**config.mk**
```make
export PLATFORM = sky130hd
export DESIGN_NAME = fp_addsub_prealign_flat
export DESIGN_NICKNAME = d
export VERILOG_FILES = /design/src/rtl/fp_addsub_prealign_pkg.sv /design/src/rtl/fp_addsub_prealign_if.sv /design/src/rtl/fp_addsub_prealign_shifter.sv /design/src/rtl/fp_addsub_prealign.sv /design/src/flat_wrapper.sv
export SDC_FILE = /design/constraint.sdc
export NUM_CORES = 1
export LEC_CHECK = 0
export ABC_AREA = 1
export CORE_ASPECT_RATIO = 0.8
export CORE_MARGIN = 1
export CORE_UTILIZATION = 35
export CTS_CLUSTER_DIAMETER = 200
export DETAILED_ROUTE_END_ITERATION = 7
export GPL_TIMING_DRIVEN = 1
export PLACE_DENSITY_LB_ADDON = 0.25
export RECOVER_POWER = 100
export SETUP_SLACK_MARGIN = 0.2
export SLEW_MARGIN = 20
export SYNTH_ARGS = -nofsm -noshare
export SYNTH_HDL_FRONTEND = slang
export SYNTH_SLANG_ARGS = --single-unit
```
**constraint.sdc**
```tcl
create_clock -name clk -period 2.4 [get_ports clk]
set_clock_uncertainty 0.1 [all_clocks]
set_input_delay 0.24 -clock clk [delete_from_list [all_inputs] [get_ports clk]]
set_output_delay 0.24 -clock clk [all_outputs]
set_load 0.005 [all_outputs]
```
**src/rtl/fp_addsub_prealign_pkg.sv**
```systemverilog
// Shared binary32 field layout, exception bit indices and pipeline bundle types
// for the FP add/sub pre-alignment front end.
package fp_addsub_prealign_pkg;

  localparam int SIGN_BIT  = 31;
  localparam int EXP_MSB   = 30;
  localparam int EXP_LSB   = 23;
  localparam int FRAC_MSB  = 22;
  localparam int EXP_W     = 8;
  localparam int FRAC_W    = 23;
  localparam int MANT_W    = 24;
  localparam int ALIGN_W   = 27;
  localparam int EXC_W     = 5;

  localparam logic [7:0] EXP_MAX = 8'hFF;
  localparam logic [7:0] EXP_ZERO = 8'h00;
  localparam int         BIAS    = 127;

  localparam int EXC_INF_MINUS_INF = 4;
  localparam int EXC_ANY_NAN       = 3;
  localparam int EXC_A_INF         = 2;
  localparam int EXC_B_INF         = 1;
  localparam int EXC_ANY           = 0;

  typedef struct packed {
    logic                sa;
    logic                sb;
    logic                ctrl;
    logic                op_eff;
    logic                max_ab;
    logic [EXP_W-1:0]    emax;
    logic [MANT_W-1:0]   mmax;
    logic [MANT_W-1:0]   mmin;
    logic [EXP_W-1:0]    shift;
    logic [EXC_W-1:0]    exc;
  } stage1_t;

  typedef struct packed {
    logic                sa;
    logic                sb;
    logic                ctrl;
    logic                op_eff;
    logic                max_ab;
    logic [EXP_W-1:0]    emax;
    logic [MANT_W-1:0]   mmax;
    logic [MANT_W-1:0]   mmin;
    logic [2:0]          grs;
    logic [EXC_W-1:0]    exc;
  } stage2_t;

  // Denormals are flushed: a zero exponent yields an all-zero significand.
  function automatic logic [MANT_W-1:0] significand(input logic [31:0] x);
    logic [MANT_W-1:0] m;
    if (x[EXP_MSB:EXP_LSB] == EXP_ZERO) begin
      m = 24'h000000;
    end else begin
      m = {1'b1, x[FRAC_MSB:0]};
    end
    return m;
  endfunction

endpackage

```
**src/rtl/fp_addsub_prealign_if.sv**
```systemverilog
// Upstream operand handshake and downstream aligned-field handshake of the
// FP add/sub pre-alignment stage.
interface fp_addsub_prealign_if;
  import fp_addsub_prealign_pkg::*;

  logic                InValid;
  logic                InReady;
  logic [31:0]         A;
  logic [31:0]         B;
  logic                Ctrl;
  logic                OutValid;
  logic                OutReady;
  logic                Sa;
  logic                Sb;
  logic                CtrlO;
  logic                OpEff;
  logic                MaxAB;
  logic [EXP_W-1:0]    Emax;
  logic [MANT_W-1:0]   Mmax;
  logic [MANT_W-1:0]   Mmin;
  logic [2:0]          GRS;
  logic [EXC_W-1:0]    InputExc;

  modport master (
    output InValid, A, B, Ctrl, OutReady,
    input  InReady, OutValid, Sa, Sb, CtrlO, OpEff, MaxAB, Emax, Mmax, Mmin, GRS, InputExc
  );

  modport slave (
    input  InValid, A, B, Ctrl, OutReady,
    output InReady, OutValid, Sa, Sb, CtrlO, OpEff, MaxAB, Emax, Mmax, Mmin, GRS, InputExc
  );

endinterface

```
**src/rtl/fp_addsub_prealign_shifter.sv**
```systemverilog
// Right-aligns the smaller significand into {mant, G, R, S}; shifts of 27 or
// more saturate, leaving only the sticky bit.
module fp_align_shifter
  import fp_addsub_prealign_pkg::*;
(
  input  logic [MANT_W-1:0] mant,
  input  logic [EXP_W-1:0]  shift,
  output logic [MANT_W-1:0] mant_aligned,
  output logic [2:0]        grs
);

  logic [ALIGN_W-1:0] ext_s;
  logic [ALIGN_W-1:0] shifted_s;
  logic [ALIGN_W-1:0] lost_mask_s;
  logic               sticky_s;

  // Alignment shift with sticky collection of every bit pushed below R.
  always_comb begin
    ext_s        = {mant, 3'b000};
    shifted_s    = 27'd0;
    lost_mask_s  = 27'd0;
    sticky_s     = 1'b0;
    mant_aligned = 24'd0;
    grs          = 3'b000;
    if (shift >= 8'd27) begin
      mant_aligned = 24'd0;
      grs          = {2'b00, |mant};
    end else begin
      shifted_s    = ext_s >> shift;
      lost_mask_s  = ~({ALIGN_W{1'b1}} << shift);
      sticky_s     = |(ext_s & lost_mask_s);
      mant_aligned = shifted_s[ALIGN_W-1:3];
      grs          = {shifted_s[2:1], shifted_s[0] | sticky_s};
    end
  end

endmodule

```
**src/rtl/fp_addsub_prealign.sv**
```systemverilog
// Two-stage binary32 add/sub front end: stage 1 unpacks, classifies and orders
// the operands; stage 2 aligns the smaller significand and holds the outputs.
module fp_addsub_prealign
  import fp_addsub_prealign_pkg::*;
(
  input  logic                  clk,
  input  logic                  rst_n,
  fp_addsub_prealign_if.slave   io
);

  logic              v1_r;
  logic              v2_r;
  logic              adv1_s;
  logic              adv2_s;
  stage1_t           s1_next_s;
  stage1_t           s1_r;
  stage2_t           s2_r;
  logic [EXP_W-1:0]  e_a_s;
  logic [EXP_W-1:0]  e_b_s;
  logic [EXP_W-1:0]  emin_s;
  logic              swap_s;
  logic              a_inf_s;
  logic              b_inf_s;
  logic              a_nan_s;
  logic              b_nan_s;
  logic [MANT_W-1:0] mmin_aligned_s;
  logic [2:0]        grs_s;

  assign adv2_s     = ~v2_r | io.OutReady;
  assign adv1_s     = ~v1_r | adv2_s;
  assign io.InReady = adv1_s;

  // Stage-1 unpack, classification and magnitude ordering.
  always_comb begin
    s1_next_s = '0;
    e_a_s     = io.A[EXP_MSB:EXP_LSB];
    e_b_s     = io.B[EXP_MSB:EXP_LSB];
    a_inf_s   = (e_a_s == EXP_MAX) && (io.A[FRAC_MSB:0] == 23'd0);
    b_inf_s   = (e_b_s == EXP_MAX) && (io.B[FRAC_MSB:0] == 23'd0);
    a_nan_s   = (e_a_s == EXP_MAX) && (io.A[FRAC_MSB:0] != 23'd0);
    b_nan_s   = (e_b_s == EXP_MAX) && (io.B[FRAC_MSB:0] != 23'd0);
    // Ties keep A as the larger operand.
    swap_s    = io.B[EXP_MSB:0] > io.A[EXP_MSB:0];

    s1_next_s.sa     = io.A[SIGN_BIT];
    s1_next_s.sb     = io.B[SIGN_BIT];
    s1_next_s.ctrl   = io.Ctrl;
    s1_next_s.op_eff = io.Ctrl ^ io.A[SIGN_BIT] ^ io.B[SIGN_BIT];
    s1_next_s.max_ab = swap_s;
    if (swap_s) begin
      s1_next_s.emax = e_b_s;
      s1_next_s.mmax = significand(io.B);
      s1_next_s.mmin = significand(io.A);
      emin_s         = e_a_s;
    end else begin
      s1_next_s.emax = e_a_s;
      s1_next_s.mmax = significand(io.A);
      s1_next_s.mmin = significand(io.B);
      emin_s         = e_b_s;
    end
    s1_next_s.shift = s1_next_s.emax - emin_s;

    s1_next_s.exc[EXC_INF_MINUS_INF] = a_inf_s & b_inf_s & s1_next_s.op_eff;
    s1_next_s.exc[EXC_ANY_NAN]       = a_nan_s | b_nan_s;
    s1_next_s.exc[EXC_A_INF]         = a_inf_s;
    s1_next_s.exc[EXC_B_INF]         = b_inf_s;
    s1_next_s.exc[EXC_ANY]           = a_nan_s | b_nan_s | a_inf_s | b_inf_s;
  end

  // Stage-1 register bank; a cycle with no InValid leaves a bubble.
  always_ff @(posedge clk) begin
    if (!rst_n) begin
      v1_r <= 1'b0;
      s1_r <= '0;
    end else if (adv1_s) begin
      v1_r <= io.InValid;
      s1_r <= s1_next_s;
    end
  end

  fp_align_shifter u_align (
    .mant         (s1_r.mmin),
    .shift        (s1_r.shift),
    .mant_aligned (mmin_aligned_s),
    .grs          (grs_s)
  );

  // Stage-2 register bank; holds steady while the consumer stalls.
  always_ff @(posedge clk) begin
    if (!rst_n) begin
      v2_r <= 1'b0;
      s2_r <= '0;
    end else if (adv2_s) begin
      v2_r        <= v1_r;
      s2_r.sa     <= s1_r.sa;
      s2_r.sb     <= s1_r.sb;
      s2_r.ctrl   <= s1_r.ctrl;
      s2_r.op_eff <= s1_r.op_eff;
      s2_r.max_ab <= s1_r.max_ab;
      s2_r.emax   <= s1_r.emax;
      s2_r.mmax   <= s1_r.mmax;
      s2_r.mmin   <= mmin_aligned_s;
      s2_r.grs    <= grs_s;
      s2_r.exc    <= s1_r.exc;
    end
  end

  assign io.OutValid = v2_r;
  assign io.Sa       = s2_r.sa;
  assign io.Sb       = s2_r.sb;
  assign io.CtrlO    = s2_r.ctrl;
  assign io.OpEff    = s2_r.op_eff;
  assign io.MaxAB    = s2_r.max_ab;
  assign io.Emax     = s2_r.emax;
  assign io.Mmax     = s2_r.mmax;
  assign io.Mmin     = s2_r.mmin;
  assign io.GRS      = s2_r.grs;
  assign io.InputExc = s2_r.exc;

endmodule

```
**src/flat_wrapper.sv**
```systemverilog
// flat-port wrapper written by rule: the top's interface ports become plain ports
module fp_addsub_prealign_flat import fp_addsub_prealign_pkg::*;
  (clk, rst_n, io_InValid, io_A, io_B, io_Ctrl, io_OutReady, io_InReady, io_OutValid, io_Sa, io_Sb, io_CtrlO, io_OpEff, io_MaxAB, io_Emax, io_Mmax, io_Mmin, io_GRS, io_InputExc);
  fp_addsub_prealign_if io_i ();
  input  logic clk;
  input  logic rst_n;
  input wire logic [$bits(io_i.InValid)-1:0] io_InValid;
  input wire logic [$bits(io_i.A)-1:0] io_A;
  input wire logic [$bits(io_i.B)-1:0] io_B;
  input wire logic [$bits(io_i.Ctrl)-1:0] io_Ctrl;
  input wire logic [$bits(io_i.OutReady)-1:0] io_OutReady;
  output wire logic [$bits(io_i.InReady)-1:0] io_InReady;
  output wire logic [$bits(io_i.OutValid)-1:0] io_OutValid;
  output wire logic [$bits(io_i.Sa)-1:0] io_Sa;
  output wire logic [$bits(io_i.Sb)-1:0] io_Sb;
  output wire logic [$bits(io_i.CtrlO)-1:0] io_CtrlO;
  output wire logic [$bits(io_i.OpEff)-1:0] io_OpEff;
  output wire logic [$bits(io_i.MaxAB)-1:0] io_MaxAB;
  output wire logic [$bits(io_i.Emax)-1:0] io_Emax;
  output wire logic [$bits(io_i.Mmax)-1:0] io_Mmax;
  output wire logic [$bits(io_i.Mmin)-1:0] io_Mmin;
  output wire logic [$bits(io_i.GRS)-1:0] io_GRS;
  output wire logic [$bits(io_i.InputExc)-1:0] io_InputExc;
  assign io_i.InValid = io_InValid;
  assign io_i.A = io_A;
  assign io_i.B = io_B;
  assign io_i.Ctrl = io_Ctrl;
  assign io_i.OutReady = io_OutReady;
  assign io_InReady = io_i.InReady;
  assign io_OutValid = io_i.OutValid;
  assign io_Sa = io_i.Sa;
  assign io_Sb = io_i.Sb;
  assign io_CtrlO = io_i.CtrlO;
  assign io_OpEff = io_i.OpEff;
  assign io_MaxAB = io_i.MaxAB;
  assign io_Emax = io_i.Emax;
  assign io_Mmax = io_i.Mmax;
  assign io_Mmin = io_i.Mmin;
  assign io_GRS = io_i.GRS;
  assign io_InputExc = io_i.InputExc;
  fp_addsub_prealign u_core (.clk(clk), .rst_n(rst_n), .io(io_i));
endmodule
```
**Word level (Yosys, flattened, before mapping)**

Cells that the tools add are included.

- Input bits: 69
- Word-level logic and storage cells: 61
- Register bits after elaboration: 145
- Output and inout port bits: 71

- Bitwise gates (word level): 14
- Multiplexer cells: 6
- Reduce and logical (&&, ||, !) cells: 12
- $add $sub $neg: 1
- Order comparisons: 2
- Equality and inequality tests: 2
- Shift-type cells: 2

Operator list:

| kind | number |
|---|---|
| 2-to-1 mux 24 bit | 3 |
| 2-to-1 mux 56 bit | 1 |
| logical NOT 23 bit | 2 |
| nonzero test 23 bit | 2 |
| > comparator 31 bit | 1 |
| AND 27 bit | 1 |
| NOT 27 bit | 1 |
| OR reduction 27 bit | 1 |
| left shift 27 x 8 -> 27 bit (first input constant) | 1 |
| right shift 27 x 8 -> 27 bit | 1 |
| OR reduction 24 bit | 1 |
| == test 8 bit (second input constant) | 2 |
| logical NOT 8 bit | 2 |
| >= comparator 8 x 5 -> 1 bit (second input constant) | 1 |
| 2-to-1 mux 8 bit | 1 |
| subtractor 8 bit | 1 |
| bitwise OR 1 bit | 6 |
| logical AND 1 bit | 4 |
| 2-to-1 mux 3 bit | 1 |
| AND 1 bit | 2 |
| NOT 1 bit | 2 |
| XOR 1 bit | 2 |

**Logic depth before layout (Yosys ltp)**

Gate-level depths: netlist of the first run.

- Depth after elaboration: 6
- Mapped depth: 23
- Gate-level depth less buffers: 22

**Hierarchy**

A second synthesis of the first run with hierarchy kept.

- Cells, all modules: 1,395
- Area total of the unflattened synthesis: 8,982.4 um^2

Modules (own cells, without submodules):

| module | seq. area each (um^2) | cells each | times used | area each (um^2) |
|---|---|---|---|---|
| fp_addsub_prealign | 2,902.8 | 975 | 1 | 7,059.3 |
| fp_align_shifter | 0.0 | 420 | 1 | 1,923.1 |

**Worst setup path before layout of the first run**

OpenSTA, ideal clock, no wires.

- Path type: input port to flip-flop
- Start: input io_A[28]
- End: register u_core.s1_r[12] (netlist name)
- Stages: 20
- Data arrival time: 2.084 ns
- Path buffers: 1
- Path slack: 0.107 ns
- Setup time: 0.109 ns
- Data required time: 2.191 ns
- Path through: inv_1 > ha_1 > nand2_2 > nor2_2 > nand3_2 > nor3_2 > nand2_1 > nand2_4 > nand2_4 > buf_6 > nand2_4 > nand2_1 > nand3_1 > nand2_1 > a21oi_2 > nand2_1 > nand2_1 > nand3_1 > nand2_1 > inv_1

- Cells in the longest elaborated chain, start to end: 3
- Elaborated cells between the ends (all ways): 4

Ends and longest elaborated chain:

| what | line | RTL |
|---|---|---|
| start: declaration | flat_wrapper.sv:8 | `input wire logic [$bits(io_i.A)-1:0] io_A;` |
| > comparator 31 bit | fp_addsub_prealign.sv:43 | `swap_s = io.B[EXP_MSB:0] > io.A[EXP_MSB:0];` |
| 2-to-1 mux 56 bit or 2-to-1 mux 8 bit (tied branches) | fp_addsub_prealign.sv:50 | `if (swap_s) begin` |
| subtractor 8 bit (*) | fp_addsub_prealign.sv:61 | `s1_next_s.shift = s1_next_s.emax - emin_s;` |
| end signal: assignment | fp_addsub_prealign.sv:77 | `s1_r <= s1_next_s;` |
| end: declaration | fp_addsub_prealign.sv:16 | `stage1_t s1_r;` |

Mark *: on every way between the ends. The rest lies on a longest branch, timed or not.
A chain may end at the register's enable or synchronous reset.

**Final worst setup path of the first run**

- Start: input io_B[16]
- End: register u_core.s1_r[30] (netlist name)

- Cells in the longest elaborated chain, start to end: 2

Ends and longest elaborated chain:

| what | line | RTL |
|---|---|---|
| start: declaration | flat_wrapper.sv:9 | `input wire logic [$bits(io_i.B)-1:0] io_B;` |
| > comparator 31 bit | fp_addsub_prealign.sv:43 |  |
| 2-to-1 mux 56 bit | fp_addsub_prealign.sv:50 |  |

Every way passes these cells.

==> results of run 1 <==
## through the flow
stage	std cells	worst slack [ns]	utilization, %	cell area [µm²]
after floorplan	1342	0.185	-	8720
after global placement	1894	-0.646	47.6	11500
after detailed placement	1894	-0.611	47.6	11500
after CTS	1946	0.191	52.1	12600
after global routing	1952	0.0658	52.4	12700
final	1952	0.210	52.4	12700
## worst max-delay path, cell delays in order
cell and delay, ns:
dlygate4sd2_1 0.31, ha_4 0.30, nand2_1 0.05, inv_1 0.04, nand4_1 0.11, nor3_2 0.16, nand3_2 0.18, nand2_8 0.16
buf_6 0.14, nor2_4 0.05, inv_1 0.14, buf_12 0.17, o22ai_1 0.07, o21ai_0 0.21, inv_1 0.06
## flip-flops by register name (all words and copies together), names as in the netlist
| name | flops |
|---|---|
| u_core.io.CtrlO | 1 |
| u_core.io.Emax | 8 |
| u_core.io.GRS | 3 |
| u_core.io.InputExc | 5 |
| u_core.io.MaxAB | 1 |
| u_core.io.Mmax | 24 |
| u_core.io.Mmin | 24 |
| u_core.io.OpEff | 1 |
| u_core.io.OutValid | 1 |
| u_core.io.Sa | 1 |
| u_core.io.Sb | 1 |
| u_core.s1_r | 74 |
| u_core.v1_r | 1 |
## worst max path at each step
stage | startpoint | to | slack (ns) | cells past startpoint
after CTS | io_B[30] | u_core.s1_r[11] | 0.19 | 20
final | io_B[16] | u_core.s1_r[30] | 0.21 | 15
after floorplan | io_A[14] | u_core.s1_r[12] | 0.18 | 22
after global routing | io_B[17] | u_core.s1_r[12] | 0.07 | 20
after detailed placement | io_A[14] | u_core.s1_r[11] | -0.61 | 23
after global placement | io_A[22] | u_core.s1_r[10] | -0.65 | 18
## routing by layer
metal | share of wire (%) | up-vias | global-route usage [%]
li1 | - | 4993 | -
met1 | 49 | 4693 | 41.9
met2 | 41 | 425 | 38.9
met3 | 9.1 | 20 | 5.24
met4 | 1.0 | 0 | 4.63
met5 | 0 | - | 0
## timing repair
action / CTS / global route
cloned: 0 / 1
resized for setup: 164 / 160
setup endpoints to repair: 72 / 83
pin swaps: 47 / 46
buffers inserted: 20 / 5
hold endpoints to repair: 0 / 0
## synthesized netlist by cell type, drive strengths merged (2+ instances only)
library cell	n
o21a	2
a21o	2
clkbuf	52
clkinv	3
xnor2	2
nand3	56
a31oi	9
buf	22
nor3	19
nand2	316
o21ai	148
ha	31
xor2	3
dfxtp	145
o221ai	14
o211ai	20
nand4	16
a211oi	2
o22ai	16
a21oi	82
mux2i	4
nor4	11
a221oi	15
inv	176
o31ai	3
nor2	164
## power by group through the flow
stage / Combinational (W) / Clock (W) / Sequential, W
floorplan: 0.00131 / 0 / 0.00280
global placement: 0.00242 / 0 / 0.00286
detailed placement: 0.00242 / 0 / 0.00286
CTS: 0.00254 / 0.00276 / 0.00281
global route: 0.00291 / 0.00286 / 0.00284
finish: 0.00266 / 0.00271 / 0.00282
## cells by family after synthesis
kind of cell,after synthesis
AO/OA/AOI/OAI,319
XOR/XNOR,5
adder cells (fa/ha/maj),31
buffers and inverters,253
flip-flops,145
multiplexers,4
AND/OR/NAND/NOR,585
## final cells by class
type | count | share of cell area [%]
Clock buffer | 17 | 3.35
Inverter | 179 | 5.41
Sequential cell | 145 | 22.8
Multi-Input combinational cell | 944 | 42.3
Timing Repair Buffer | 334 | 21.5
Tap cell | 318 | 3.13
Clock inverter | 15 | 1.49
==> impl_metrics.json, run 1 <==
{
  "status": "finished, final reports clean",
  "grt_overflow": 0,
  "synth_top_area_share_pct": 33.6,
  "synth_seq_cells": 145,
  "start_util_pct": 35.6,
  "combPwrFrac_pct": 32.5,
  "synth.net_count": 1442,
  "tightestPinTransition_ns": 1.00,
  "slew_headroom_pct": 33.4,
  "synth-simple-area-share_pct": 28.2,
  "dr.pass1.iters": 6,
  "synth_xor_area_share_pct": 0.507,
  "fin_crit_ns": 2.19,
  "antenna_found_initial": 0,
  "power.density_nw_per_um2": 644,
  "synthFlopType": "dfxtp_1",
  "dp_hpwl_um": 26300,
  "die-height_um": 142,
  "netlist_area_um2": 8630,
  "io_pins": 140,
  "layout_common_cells": "nand2_1, buf_4, nor2_1",
  "fin_setup_tns_ns": 0,
  "worstSetupPathType": "in2reg",
  "first_global_vias": 9316,
  "area_growth_pct": 47.3,
  "clock_path_buffers": 2,
  "ys_warn_count": 0,
  "synthAdderAreaFrac_pct": 4.49,
  "dieWidth_um": 178,
  "critical_path_required_ns": 2.61,
  "peakVddDrop_mv": 0.511,
  "nFillCells": 2466,
  "grt_pass1_wl_um": 53000,
  "num_rows": 51,
  "wirelength_um": 34500,
  "synth_area_per_cell_um2": 6.43,
  "synth_top_family_by_area": "simple AND/OR/NAND/NOR gates",
  "path_clk_slew_ns": 0.07,
  "total_power_w": 0.00819,
  "min_from": "io_A[1]",
  "synth_area_leader_cell": "dfxtp_1",
  "holdCritPathClass": "in2reg",
  "start_kind": "primary input",
  "tritoncts.num_buffers": 17,
  "ant_nets": 0,
  "whs_endpoint": "u_core.s1_r[38]",
  "grt_max_degree": 93,
  "root_buffer": "clkbuf_16",
  "switching_power_w": 0.00302,
  "viasPerCell": 5.19,
  "cts.sinks": 145,
  "regToRegEndpoint": "u_core.s1_r[19]",
  "critPathArrivalTime_ns": 2.40,
  "p_clk_share_pct": 33.1,
  "max_freq_mhz": 457,
  "finalSetupViolations": 0,
  "maxCapViolCount": 0,
  "regArea_um2": 2900,
  "clk-insertion-delay-late_ns": 0.42,
  "swShare_pct": 36.9,
  "ys_seq_area_share_pct": 33.6,
  "drc": 0,
  "syn-instance-count": 1342,
  "core_area_um2": 24200,
  "synth_compound_area_share_pct": 21.3,
  "dieArea_um2": 25300,
  "rr_startpoint": "u_core.io.OutValid",
  "wire_per_inst_um": 17.7,
  "io_buffer_count": 139,
  "insertedDiodeCount": 0,
  "worstPathMaxFanout": 16,
  "cts_tree": "built",
  "p_leak_nw": 6.15,
  "gp_congestion": 0.964,
  "rr_worst_depth": 9,
  "htreeDepth": 4,
  "drv_slew": 0,
  "finalHoldViolCount": 0,
  "multi_input_area_um2": 5380,
  "p_int_w": 0.00517,
  "period_share_pct": 91.2,
  "endpoint_kind": "flip-flop",
  "drt-initial-drc-count": 1008,
  "holdPathStages": 4,
  "rsz0062_at_grt": "true",
  "seqPwrFrac_pct": 34.4,
  "final_common_cell": "nand2_1",
  "synth_area_leaders": "dfxtp_1, nand2_1, o21ai_0, inv_1, nor2_1",
  "synthMuxAreaShare_pct": 0.464,
  "holdBufCountCts": 0,
  "drive_gt1_share_pct": 25.0,
  "grt_util_all_layers_pct": 27.2,
  "nNetsFinal": 1721,
  "synth_cell_type_count": 48,
  "synthArstFlopShare_pct": 0,
  "hold_slack_ns": 0.175,
  "r2r_slack_ns": 0.26,
  "synth_edf_count": 0,
  "route.vias.total": 10100
}
Note: power is estimated with default switching activity, not from simulation.
==> run 2, diff against run 1 <==
--- a/config.mk
+++ b/config.mk
@@ -15,7 +15,8 @@
 export PLACE_DENSITY_LB_ADDON = 0.25
 export RECOVER_POWER = 100
 export SETUP_SLACK_MARGIN = 0.2
-export SLEW_MARGIN = 20
+export SLEW_MARGIN = 40
 export SYNTH_ARGS = -nofsm -noshare
 export SYNTH_HDL_FRONTEND = slang
 export SYNTH_SLANG_ARGS = --single-unit
+export TNS_END_PERCENT = 30
==> run 2 against run 1 <==
Compared with the run above: routed wire length increased by 0.16%; via count about the same; register-to-register slack about the same; power increased by 0.18%; largest power group unchanged; worst hold slack got worse by 0.0063 ns; global-route usage unchanged; maximum frequency decreased by 1.7%; clock-buffer cell count unchanged; final area increased by 0.11%; final cell count about the same.
==> impl_metrics.json, run 2 (same netlist as run 1, synthesis figures left out) <==
{
  "wire_per_inst_um": 17.7,
  "path_clk_slew_ns": 0.07,
  "dr.pass1.iters": 5,
  "critPathArrivalTime_ns": 1.89,
  "clock_path_buffers": 2,
  "insertedDiodeCount": 0,
  "finalHoldViolCount": 0,
  "power.density_nw_per_um2": 644,
  "peakVddDrop_mv": 0.512,
  "gp_congestion": 0.964,
  "final_common_cell": "nand2_1",
  "cp-startpoint": "u_core.io.OutValid",
  "endpoint_kind": "primary output",
  "swShare_pct": 36.9,
  "rr_startpoint": "u_core.io.OutValid",
  "maxCapViolCount": 0,
  "viasPerCell": 5.19,
  "p_int_w": 0.00517,
  "core_area_um2": 24200,
  "dieArea_um2": 25300,
  "max_freq_mhz": 449,
  "seqPwrFrac_pct": 34.4,
  "worstPathCellList": "inv_1, nor2_4, inv_1, nor2_4, inv_1, clkdlybuf4s50_1",
  "grt_overflow": 0,
  "rsz0062_at_grt": "true",
  "drc": 0,
  "cpPeakStageDelay_ns": 0.57,
  "slowest_stage": "clkdlybuf4s50_1",
  "first_global_vias": 9316,
  "fin_ws_ns": 0.172,
  "fin_crit_ns": 2.23,
  "tightestPinTransition_ns": 0.985,
  "cts_tree": "built",
  "layout_common_cells": "nand2_1, buf_4, nor2_1",
  "worstSetupPathType": "reg2out",
  "holdBufCountCts": 0,
  "min_from": "io_A[1]",
  "hold_slack_ns": 0.168,
  "cpMostUsedCell": "inv_1",
  "start_util_pct": 35.6,
  "dp_hpwl_um": 26300,
  "total_power_w": 0.00820,
  "period_share_pct": 92.8,
  "root_buffer": "clkbuf_16",
  "slew_headroom_pct": 34.3,
  "drt-initial-drc-count": 993,
  "largest_register_ffs": 74,
  "drv_slew": 0,
  "drive_gt1_share_pct": 25.2,
  "area_growth_pct": 47.4,
  "route.vias.total": 10100,
  "num_rows": 51,
  "cts.sinks": 145,
  "htreeDepth": 4,
  "holdCritPathClass": "in2reg",
  "finalSetupViolations": 0,
  "ant_nets": 0,
  "critical_path_required_ns": 2.06,
  "clk-insertion-delay-late_ns": 0.43,
  "pre_cts_ws_ns": -0.611,
  "combPwrFrac_pct": 32.6,
  "top_register": "u_core.s1_r",
  "io_buffer_count": 139,
  "grt_max_degree": 93,
  "worstPathMaxFanout": 5,
  "grt_util_all_layers_pct": 27.2,
  "p_leak_nw": 6.15,
  "status": "finished, final reports clean",
  "grt_pass1_wl_um": 53000,
  "tritoncts.num_buffers": 17,
  "die-height_um": 142,
  "antenna_found_initial": 0,
  "dieWidth_um": 178,
  "p_clk_share_pct": 33.0,
  "io_pins": 140,
  "wirelength_um": 34500,
  "nNetsFinal": 1722,
  "start_kind": "flip-flop",
  "switching_power_w": 0.00303
}
## run 2: timing repair
action                     in CTS  in global routing
buffers inserted               20                  5
cloned                          0                  2
pin swaps                      47                 45
gates resized for setup       162                161
setup endpoints to repair      72                 84
## run 2: final cells by class
type | instances | area (µm²)
tap | 318 | 398
multi-input combinational | 944 | 5380
fill | 2459 | 11500
clock inverter | 15 | 189
timing repair buffer | 334 | 2740
sequential | 145 | 2900
clock buffer | 17 | 425
timing repair inverter | 1 | 5.00
inverter | 179 | 687
## run 2: per-layer routing
layer | global-route usage [%] | wire length (µm) | part of all wire, % | up-vias
li1 | - | - | - | 4991
met1 | 41.9 | 17100 | 49 | 4726
met2 | 38.9 | 14300 | 41 | 405
met3 | 5.24 | 2870 | 8.3 | 18
met4 | 4.63 | 279 | 0.81 | 0
met5 | 0 | 0 | 0 | -
## run 2: through the flow
stage                     setup TNS (ns)  area, µm²  util, %  cells
after global routing                   0      12700     52.5   1953
final                                  0      12700     52.5   1953
after detailed placement          -31.15      11500     47.6   1894
after global placement            -29.30      11500     47.6   1894
after CTS                              0      12600     52.1   1946
after floorplan                        0       8720        -   1342
## run 2: worst paths after layout
kind                             to  cells after the start  slack [ns]
setup / recovery         io_InReady                      6        0.17
hold / removal      u_core.s1_r[38]                      4        0.17
setup reg to reg    u_core.s1_r[64]                      9        0.26
hold reg to reg   u_core.io.Emax[6]                      2        0.36
## run 2: power by group through the flow
stage	Combinational [W]	Sequential, W	Clock [W]
2_1_floorplan	0.00131	0.00280	0
3_3_place_gp	0.00242	0.00286	0
3_5_place_dp	0.00242	0.00286	0
4_1_cts	0.00254	0.00281	0.00276
5_1_grt	0.00292	0.00284	0.00286
6_report	0.00267	0.00282	0.00271
## run 2: worst max-delay path, delay by kind of cell (launching register included)
kind,cells,cell delay (ns)
buf+inv,4,1.03
flops,1,0.32
simple gates,2,0.10
